===== src/rtl/wb_burst_adr_tracker_if.sv =====
// Wishbone B3 slave-side request signals observed by the burst address tracker.
interface wb_burst_adr_tracker_if #(
    parameter int unsigned aw = 32
) ();
    logic [aw-1:0] wb_adr_i;
    logic [2:0]    wb_cti_i;
    logic [1:0]    wb_bte_i;
    logic          wb_cyc_i;
    logic          wb_stb_i;
    logic          wb_ack_i;

    modport master (
        output wb_adr_i, wb_cti_i, wb_bte_i, wb_cyc_i, wb_stb_i, wb_ack_i
    );

    modport slave (
        input wb_adr_i, wb_cti_i, wb_bte_i, wb_cyc_i, wb_stb_i, wb_ack_i
    );
endinterface


===== src/rtl/wb_burst_adr_tracker.sv =====
// Wishbone B3 burst address tracker: predicts the next beat address (linear or
// 4/8/16-beat wrap), counts beats and flags illegal burst changes and address mismatches.
module wb_burst_adr_tracker #(
    parameter int unsigned aw        = 32,
    parameter int unsigned dw        = 32,
    parameter bit          check_adr = 1'b1
) (
    input  logic                   wb_clk_i,
    input  logic                   wb_rst_i,
    wb_burst_adr_tracker_if.slave  wb,
    output logic [aw-1:0]          mem_adr_o,
    output logic                   burst_o,
    output logic [4:0]             beat_cnt_o,
    output logic                   wrap_o,
    output logic                   err_o,
    output logic                   mismatch_o
);

    localparam int unsigned STEP    = dw / 8;
    localparam int unsigned CNT_W   = 5;
    localparam int unsigned CNT_MAX = 31;

    localparam logic [2:0] CTI_INCR = 3'b010;
    localparam logic [2:0] CTI_EOB  = 3'b111;
    localparam logic [1:0] BTE_LIN  = 2'b00;

    localparam logic [0:0] ST_IDLE  = 1'b0;
    localparam logic [0:0] ST_BURST = 1'b1;

    logic [0:0]       state_q, state_d;
    logic [aw-1:0]    adr_q, adr_d;
    logic [1:0]       bte_q, bte_d;
    logic [CNT_W-1:0] cnt_q, cnt_d;
    logic             wrap_q, wrap_d;
    logic             err_q, err_d;
    logic             mis_q, mis_d;

    logic             beat_ok;
    logic             bad_type;
    logic [aw-1:0]    nxt_in;
    logic [aw-1:0]    nxt_q;
    logic [CNT_W-1:0] cnt_inc;

    // Bits inside the wrap span; all ones for a linear burst so next() is a plain add.
    function automatic logic [aw-1:0] span_mask(input logic [1:0] bte);
        case (bte)
            2'b01:   return aw'(4 * STEP - 1);
            2'b10:   return aw'(8 * STEP - 1);
            2'b11:   return aw'(16 * STEP - 1);
            default: return '1;
        endcase
    endfunction

    function automatic logic [aw-1:0] next_adr(input logic [aw-1:0] a, input logic [1:0] bte);
        logic [aw-1:0] mask;
        logic [aw-1:0] sum;
        mask = span_mask(bte);
        sum  = a + aw'(STEP);
        return (a & ~mask) | (sum & mask);
    endfunction

    function automatic logic crossed(input logic [aw-1:0] a, input logic [1:0] bte);
        return (bte != BTE_LIN) && ((a & span_mask(bte)) == '0);
    endfunction

    always_comb begin
        state_d  = state_q;
        adr_d    = adr_q;
        bte_d    = bte_q;
        cnt_d    = cnt_q;
        wrap_d   = 1'b0;
        err_d    = 1'b0;
        mis_d    = 1'b0;
        beat_ok  = wb.wb_cyc_i & wb.wb_stb_i & wb.wb_ack_i;
        bad_type = ((wb.wb_cti_i != CTI_INCR) && (wb.wb_cti_i != CTI_EOB)) ||
                   (wb.wb_bte_i != bte_q);
        nxt_in   = next_adr(wb.wb_adr_i, wb.wb_bte_i);
        nxt_q    = next_adr(adr_q, bte_q);
        cnt_inc  = (cnt_q == CNT_W'(CNT_MAX)) ? cnt_q : cnt_q + CNT_W'(1);

        case (state_q)
            ST_IDLE: begin
                if (beat_ok) begin
                    if (wb.wb_cti_i == CTI_INCR) begin
                        state_d = ST_BURST;
                        adr_d   = nxt_in;
                        bte_d   = wb.wb_bte_i;
                        cnt_d   = CNT_W'(1);
                        wrap_d  = crossed(nxt_in, wb.wb_bte_i);
                    end else begin
                        cnt_d = '0;
                    end
                end
            end
            ST_BURST: begin
                // Abort outranks error; wait states fall through and hold everything.
                if (!wb.wb_cyc_i) begin
                    state_d = ST_IDLE;
                    cnt_d   = '0;
                end else if (beat_ok) begin
                    mis_d = check_adr && (wb.wb_adr_i != adr_q);
                    if (bad_type) begin
                        state_d = ST_IDLE;
                        err_d   = 1'b1;
                    end else if (wb.wb_cti_i == CTI_EOB) begin
                        state_d = ST_IDLE;
                        cnt_d   = cnt_inc;
                    end else begin
                        adr_d  = nxt_q;
                        cnt_d  = cnt_inc;
                        wrap_d = crossed(nxt_q, bte_q);
                    end
                end
            end
            default: state_d = ST_IDLE;
        endcase
    end

    always_ff @(posedge wb_clk_i) begin
        if (wb_rst_i) begin
            state_q <= ST_IDLE;
            adr_q   <= '0;
            bte_q   <= '0;
            cnt_q   <= '0;
            wrap_q  <= 1'b0;
            err_q   <= 1'b0;
            mis_q   <= 1'b0;
        end else begin
            state_q <= state_d;
            adr_q   <= adr_d;
            bte_q   <= bte_d;
            cnt_q   <= cnt_d;
            wrap_q  <= wrap_d;
            err_q   <= err_d;
            mis_q   <= mis_d;
        end
    end

    // Pass-through while idle so the first beat reaches memory without added latency.
    assign mem_adr_o  = (state_q == ST_BURST) ? adr_q : wb.wb_adr_i;
    assign burst_o    = (state_q == ST_BURST);
    assign beat_cnt_o = cnt_q;
    assign wrap_o     = wrap_q;
    assign err_o      = err_q;
    assign mismatch_o = mis_q;

endmodule


===== src/flat_wrapper.sv =====
// flat-port wrapper written by rule: the top's interface ports become plain ports
module wb_burst_adr_tracker_flat 
#(
    parameter int unsigned aw        = 32,
    parameter int unsigned dw        = 32,
    parameter bit          check_adr = 1'b1
)
  (wb_clk_i, wb_rst_i, mem_adr_o, burst_o, beat_cnt_o, wrap_o, err_o, mismatch_o, wb_wb_adr_i, wb_wb_cti_i, wb_wb_bte_i, wb_wb_cyc_i, wb_wb_stb_i, wb_wb_ack_i);
  wb_burst_adr_tracker_if #(.aw(aw)) wb_i ();
  input  logic wb_clk_i;
  input  logic wb_rst_i;
  output logic [aw-1:0] mem_adr_o;
  output logic burst_o;
  output logic [4:0] beat_cnt_o;
  output logic wrap_o;
  output logic err_o;
  output logic mismatch_o;
  input wire logic [$bits(wb_i.wb_adr_i)-1:0] wb_wb_adr_i;
  input wire logic [$bits(wb_i.wb_cti_i)-1:0] wb_wb_cti_i;
  input wire logic [$bits(wb_i.wb_bte_i)-1:0] wb_wb_bte_i;
  input wire logic [$bits(wb_i.wb_cyc_i)-1:0] wb_wb_cyc_i;
  input wire logic [$bits(wb_i.wb_stb_i)-1:0] wb_wb_stb_i;
  input wire logic [$bits(wb_i.wb_ack_i)-1:0] wb_wb_ack_i;
  assign wb_i.wb_adr_i = wb_wb_adr_i;
  assign wb_i.wb_cti_i = wb_wb_cti_i;
  assign wb_i.wb_bte_i = wb_wb_bte_i;
  assign wb_i.wb_cyc_i = wb_wb_cyc_i;
  assign wb_i.wb_stb_i = wb_wb_stb_i;
  assign wb_i.wb_ack_i = wb_wb_ack_i;
  wb_burst_adr_tracker #(.aw(aw), .dw(dw), .check_adr(check_adr)) u_core (.wb_clk_i(wb_clk_i), .wb_rst_i(wb_rst_i), .wb(wb_i), .mem_adr_o(mem_adr_o), .burst_o(burst_o), .beat_cnt_o(beat_cnt_o), .wrap_o(wrap_o), .err_o(err_o), .mismatch_o(mismatch_o));
endmodule

===== config.mk =====
export PLATFORM = sky130hd
export DESIGN_NAME = wb_burst_adr_tracker_flat
export DESIGN_NICKNAME = d
export VERILOG_FILES = /design/src/rtl/wb_burst_adr_tracker_if.sv /design/src/rtl/wb_burst_adr_tracker.sv /design/src/flat_wrapper.sv
export SDC_FILE = /design/constraint.sdc
export NUM_CORES = 1
export LEC_CHECK = 0
export BUFFER_PORTS_ARGS = -buffer_cell sky130_fd_sc_hd__buf_2
export CAP_MARGIN = 0
export CORE_MARGIN = 2
export CORE_UTILIZATION = 51
export CTS_CLUSTER_SIZE = 24
export DETAILED_ROUTE_END_ITERATION = 10
export PLACE_DENSITY = 0.75
export SLEW_MARGIN = 20
export SYNTH_ARGS = -nofsm -noshare
export SYNTH_HDL_FRONTEND = slang
export SYNTH_SLANG_ARGS = --single-unit

===== constraint.sdc =====
create_clock -name wb_clk_i -period 2.49 [get_ports wb_clk_i]
set_input_delay 0.747 -clock wb_clk_i [delete_from_list [all_inputs] [get_ports wb_clk_i]]
set_output_delay 0.747 -clock wb_clk_i [all_outputs]
set_load 0.01 [all_outputs]

=== Yosys cells after proc, flatten, opt, wreduce, memory -nomap -nowiden ===
Index checks and enable logic that the tools add are counted.

* Bits in registers: 43
* Bits of input ports: 42
* Output and inout bits: 41
* Word-level logic and storage cells: 99

* Add/sub/neg operators: 3
* Equality and inequality tests: 22
* Muxes and demuxes: 40
* Bitwise gates (word level): 15
* Reduce and logical (&&, ||, !) cells: 12

{| class="wikitable"
|+ Operators with widths
! operator !! number
|-
| 32-bit 2-to-1 mux || 15
|-
| 32-bit bitwise AND || 6
|-
| 32-bit case mux with 3 select lines || 2
|-
| 32-bit by 3-bit adder with 32-bit output, second input constant || 2
|-
| 32-bit logical NOT || 2
|-
| 32-bit inverter || 2
|-
| 32-bit OR || 2
|-
| 32-bit case mux with 2 select lines || 1
|-
| 32-bit inequality test || 1
|-
| 5-bit 2-to-1 mux || 5
|-
| 1-bit 2-to-1 mux || 14
|-
| 3-bit inequality test, second input constant || 4
|-
| 5-bit case mux with 2 select lines || 1
|-
| 2-bit == test, second input constant || 4
|-
| 2-bit inequality test, second input constant || 4
|-
| 6-bit AND reduction || 1
|-
| 5-bit by 1-bit adder with 5-bit output, second input constant || 1
|-
| 5-bit == test, second input constant || 1
|-
| 2-bit by 1-bit == test with 1-bit output, second input constant || 2
|-
| 2-bit by 1-bit inequality test with 1-bit output, second input constant || 2
|-
| 1-bit case mux with 2 select lines || 2
|-
| 4-bit AND reduction || 1
|-
| 2-bit nonzero test || 2
|-
| 4-bit OR reduction || 1
|-
| other kinds (9) || 14
|}

=== Depth between registers and ports, before layout ===
* Word-level depth: 15
* Gate-level depth with buffers: 9

=== Worst setup path after synthesis ===
No wires, ideal clock.

* Path type: reg-to-output
* Start point: reg u_core.state_q, in the netlist u_core.burst_o
* End point: out mem_adr_o[10]
* Arrival time: 1.610 ns
* Slack: 0.133 ns
* Stages on the path, launching flop included: 7
* Path through: dfxtp_1 -> clkbuf_1 -> clkbuf_1 -> clkbuf_1 -> clkbuf_1 -> nand2_1 -> o21ai_0

* Cells in the longest elaborated chain, start to end: 1

{| class="wikitable"
|+ RTL lines
! element !! line !! RTL
|-
| start: declaration || wb_burst_adr_tracker.sv:30 || <nowiki>logic [0:0] state_q, state_d;</nowiki>
|-
| start signal: assignment || wb_burst_adr_tracker.sv:129 || <nowiki>state_q <= state_d;</nowiki>
|-
| 32-bit 2-to-1 mux || wb_burst_adr_tracker.sv:140 || <nowiki>assign mem_adr_o = (state_q == ST_BURST) ? adr_q : wb.wb_adr_i;</nowiki>
|-
| end: declaration || flat_wrapper.sv:12 || <nowiki>output logic [aw-1:0] mem_adr_o;</nowiki>
|}

Every way passes these cells.

=== Worst setup path after layout ===
* Start point: reg u_core.bte_q[1]
* End point: reg u_core.adr_q[31]

* Cells in the longest elaborated chain, start to end: 10
* Elaborated cells between the ends (all ways): 17
* Those cells by class: 5 x eq/ne; 6 x mux; 4 x bitwise; 2 x reduce/logical

{| class="wikitable"
|+ RTL lines
! element !! line !! RTL
|-
| start: declaration || wb_burst_adr_tracker.sv:32 || <nowiki>logic [1:0] bte_q, bte_d;</nowiki>
|-
| start signal: assignment || wb_burst_adr_tracker.sv:131 || <nowiki>bte_q <= bte_d;</nowiki>
|-
| 2-bit == test or 2-bit by 1-bit == test with 1-bit output (tied branches) || wb_burst_adr_tracker.sv:46 || <nowiki>case (bte)</nowiki>
|-
| 32-bit case mux with 3 select lines || wb_burst_adr_tracker.sv:46 ||
|-
| 32-bit inverter || wb_burst_adr_tracker.sv:59 || <nowiki>return (a & ~mask) | (sum & mask);</nowiki>
|-
| 32-bit bitwise AND || wb_burst_adr_tracker.sv:59 ||
|-
| 32-bit OR || wb_burst_adr_tracker.sv:59 ||
|-
| 32-bit 2-to-1 mux || wb_burst_adr_tracker.sv:105 || <nowiki>end else if (wb.wb_cti_i == CTI_EOB) begin</nowiki>
|-
| 32-bit 2-to-1 mux || wb_burst_adr_tracker.sv:102 || <nowiki>if (bad_type) begin</nowiki>
|-
| 32-bit 2-to-1 mux || wb_burst_adr_tracker.sv:100 || <nowiki>end else if (beat_ok) begin</nowiki>
|-
| 32-bit 2-to-1 mux || wb_burst_adr_tracker.sv:97 || <nowiki>if (!wb.wb_cyc_i) begin</nowiki>
|-
| 32-bit case mux with 2 select lines || wb_burst_adr_tracker.sv:81 || <nowiki>case (state_q)</nowiki>
|-
| end signal: assignment || wb_burst_adr_tracker.sv:130 || <nowiki>adr_q <= adr_d;</nowiki>
|-
| end: declaration || wb_burst_adr_tracker.sv:31 || <nowiki>logic [aw-1:0] adr_q, adr_d;</nowiki>
|}

Parallel ways exist; a longest one is shown, timed or not. The select of a mux whose other input is x is not followed.
A chain may end at the register's enable or synchronous reset.

==> impl_metrics.yaml <==
finish:
  final_cell_mix: "buf_2, nand2_1, xnor2_1"
  post-route-cell-area_mm2: 0.00475
  area_delta_synth_final_pct: 19.5
  diodes: 0
  drive_above_1_share: 0.278
  final_common_cell: "buf_2"
  finalNetCount: 661
  final_cells: 713
sta:
  fin_crit_ns: 2.34
  rsz0062_at_grt: "no"
  slew_violations: 0
  layout_setup_ws_ns: 0.153
  hold_violations: 0
  fin_crit_sh: 0.938
  worst_slew_pin_slew_ns: 0.495
  slew_headroom: 0.669
  clock-skew-final_ns: 0.0122
  fin_setup_tns_ns: 0
  setup_viol: 0
  fmax_mhz: 428
worst_setup_path:
  cp-start-kind: "register"
  path_max_fanout: 4
  worstPathCellList: "inv_1 > ha_1 > nand4_1 > nor4_4 > buf_4 > nand4_2 > or4_1 > a31oi_1"
  crit_buf_inv: 2
  setup.worst_path.class: "register to register"
  cp-end-kind: "register"
  critical-path-max-stage-delay_ns: 0.52
  arrival_ns: 2.56
  crit_family: "simple AND/OR/NAND/NOR gates"
  cpMaxStageDelayCell: "or4_1"
  critPathRequiredTime_ns: 2.72
placement:
  placed_area_mm2: 0.00461
  preCtsSetupSlack_ns: 0.0418
  dpl.cell_count: 702
  port_buffers: 82
  dp_hpwl_um: 9260
  gp_congestion: 0.959
clock_network:
  root_buffer: "clkbuf_8"
  cts_buffers: 5
  cts_setup_buffers: 0
  tritoncts: "done"
  clk_latency_ns: 0.31
  cts-resized-gates: 0
  clock-sinks: 43
  htreeDepth: 2
  clockBufferDepth: 2
  holdBufCountCts: 0
  clk_pin_slew_worst_paths_ns: 0.10
detailed_routing:
  drc: 0
  wl_um: 12600
  vias_per_cell: 6.19
  firstDrtPassIters: 5
  ant_nets: 0
  drt_iter0_drc: 445
  vias: 4417
  drt-wirelength-per-cell_um: 17.7
outcome:
  status: "complete, no violations"
power:
  p_leak_nw: 1.73
  ir_drop_uv: 192
  powerDensity_mw_per_mm2: 342
  power.total_w: 0.00162
global_routing:
  grt_usage: 0.300
  first_global_vias: 4192
  grt_first_pass_wirelength_um: 20800
  grt-ovfl-total: 0
  antenna_found_initial: 0
  grt_start_max_net_pins: 43
synthesis:
  async_flop_share: 0
  synth.avg_cell_area_um2: 7.53
  synth_edf_count: 0
  synth.distinct_cells: 61
  synth-seq-cells: 43
  synth-seq-area-share: 0.216
  syn_area_mm2: 0.00398
  syn-instance-count: 528
  ys.warnings.count: 0
  syn-num-nets: 579
  synth-main-ff-cell: "dfxtp_1"
floorplan:
  die_width_um: 92.3
  initial_utilization: 0.520
  io_pins: 83
  placement_rows: 32
  dieArea_mm2: 0.00852
  chipHeight_um: 92.3
  fp.coreArea_mm2: 0.00765
job:
  max_cap_viol_count: 0
min_path:
  hp-class: "register to register"
-- per-layer routing --
metal / vias to the layer above / track usage / wire length, um
met3: 42 / 0.0439 / 1140
met4: 0 / 0.109 / 391
met5: - / 0 / 0
li1: 2096 / - / -
met1: 2041 / 0.407 / 5270
met2: 238 / 0.484 / 5810
-- kinds of logic (layout without fill, tap and decap cells) --
family / after synthesis / in the layout / synth area share
AO/OA/AOI/OAI: 117 / 117 / 0.185
multiplexers: 29 / 29 / 0.0818
XOR/XNOR: 61 / 61 / 0.134
adder cells (fa/ha/maj): 9 / 9 / 0.0283
buffers and inverters: 57 / 140 / 0.0604
flip-flops: 43 / 43 / 0.216
AND/OR/NAND/NOR: 212 / 212 / 0.293
-- flip-flops by register name, indices dropped and copies added, names as in the netlist --
signal and flops:
u_core.adr_q 32, u_core.err_o 1, u_core.bte_q 2, u_core.burst_o 1, u_core.mismatch_o 1, u_core.beat_cnt_o 5, u_core.wrap_o 1
-- synth_stat cells, drive strengths merged, types with 5 or more instances --
master | n | area (um^2)
ha | 9 | 113
a21oi | 30 | 154
nor4 | 14 | 118
clkbuf | 23 | 87.6
o21ai | 31 | 155
o21a | 5 | 37.5
nand4 | 34 | 225
a31oi | 14 | 87.6
xnor2 | 52 | 455
a211oi | 7 | 52.6
nor3 | 17 | 106
or3 | 5 | 31.3
mux2 | 28 | 315
xor2 | 9 | 78.8
nand3 | 26 | 148
nand2 | 57 | 216
and3 | 9 | 56.3
inv | 15 | 56.3
nor2 | 32 | 120
dfxtp | 43 | 861
buf | 19 | 96.3
a21o | 5 | 38.8
-- layout make-up --
| cell class | instances | area (um^2) |
|---|---|---|
| sequential | 43 | 862 |
| timing repair buffer | 117 | 711 |
| fill | 689 | 2890 |
| multi-input combinational | 428 | 2880 |
| clock inverter | 2 | 38.8 |
| clock buffer | 6 | 82.6 |
| inverter | 15 | 56.3 |
| tap | 102 | 128 |
-- tightest hold or removal path, stage by stage (launching register included) --
cell	delay [ns]
dfxtp_1	0.35
nand2_1	0.06
a21oi_1	0.06
-- stage by stage --
stage / util / hold WS (ns)
3_5_place_dp: 0.603 / 0.486
2_1_floorplan: - / 0.461
6_report: 0.622 / 0.500
5_1_grt: 0.622 / 0.525
3_3_place_gp: 0.603 / 0.478
4_1_cts: 0.619 / 0.501
-- report_power, final --
| part | switching, W | leakage (nW) | internal (W) | total [W] |
|---|---|---|---|---|
| sequential | 0.0000101 | 0.347 | 0.000693 | 0.000703 |
| combinational | 0.000173 | 1.32 | 0.000136 | 0.000308 |
| clock | 0.000282 | 0.0618 | 0.000331 | 0.000612 |
| total | 0.000464 | 1.73 | 0.00116 | 0.00162 |
-- final timing paths --
| path | cells past startpoint | slack [ns] | start | end |
|---|---|---|---|---|
| setup / recovery | 8 | 0.15 | u_core.bte_q[1] | u_core.adr_q[31] |
| hold / removal | 2 | 0.50 | u_core.bte_q[1] | u_core.bte_q[1] |
| setup reg to reg | 8 | 0.15 | u_core.bte_q[1] | u_core.adr_q[31] |
| hold reg to reg | 2 | 0.50 | u_core.bte_q[1] | u_core.bte_q[1] |
Power figures use the tool's default switching activity.
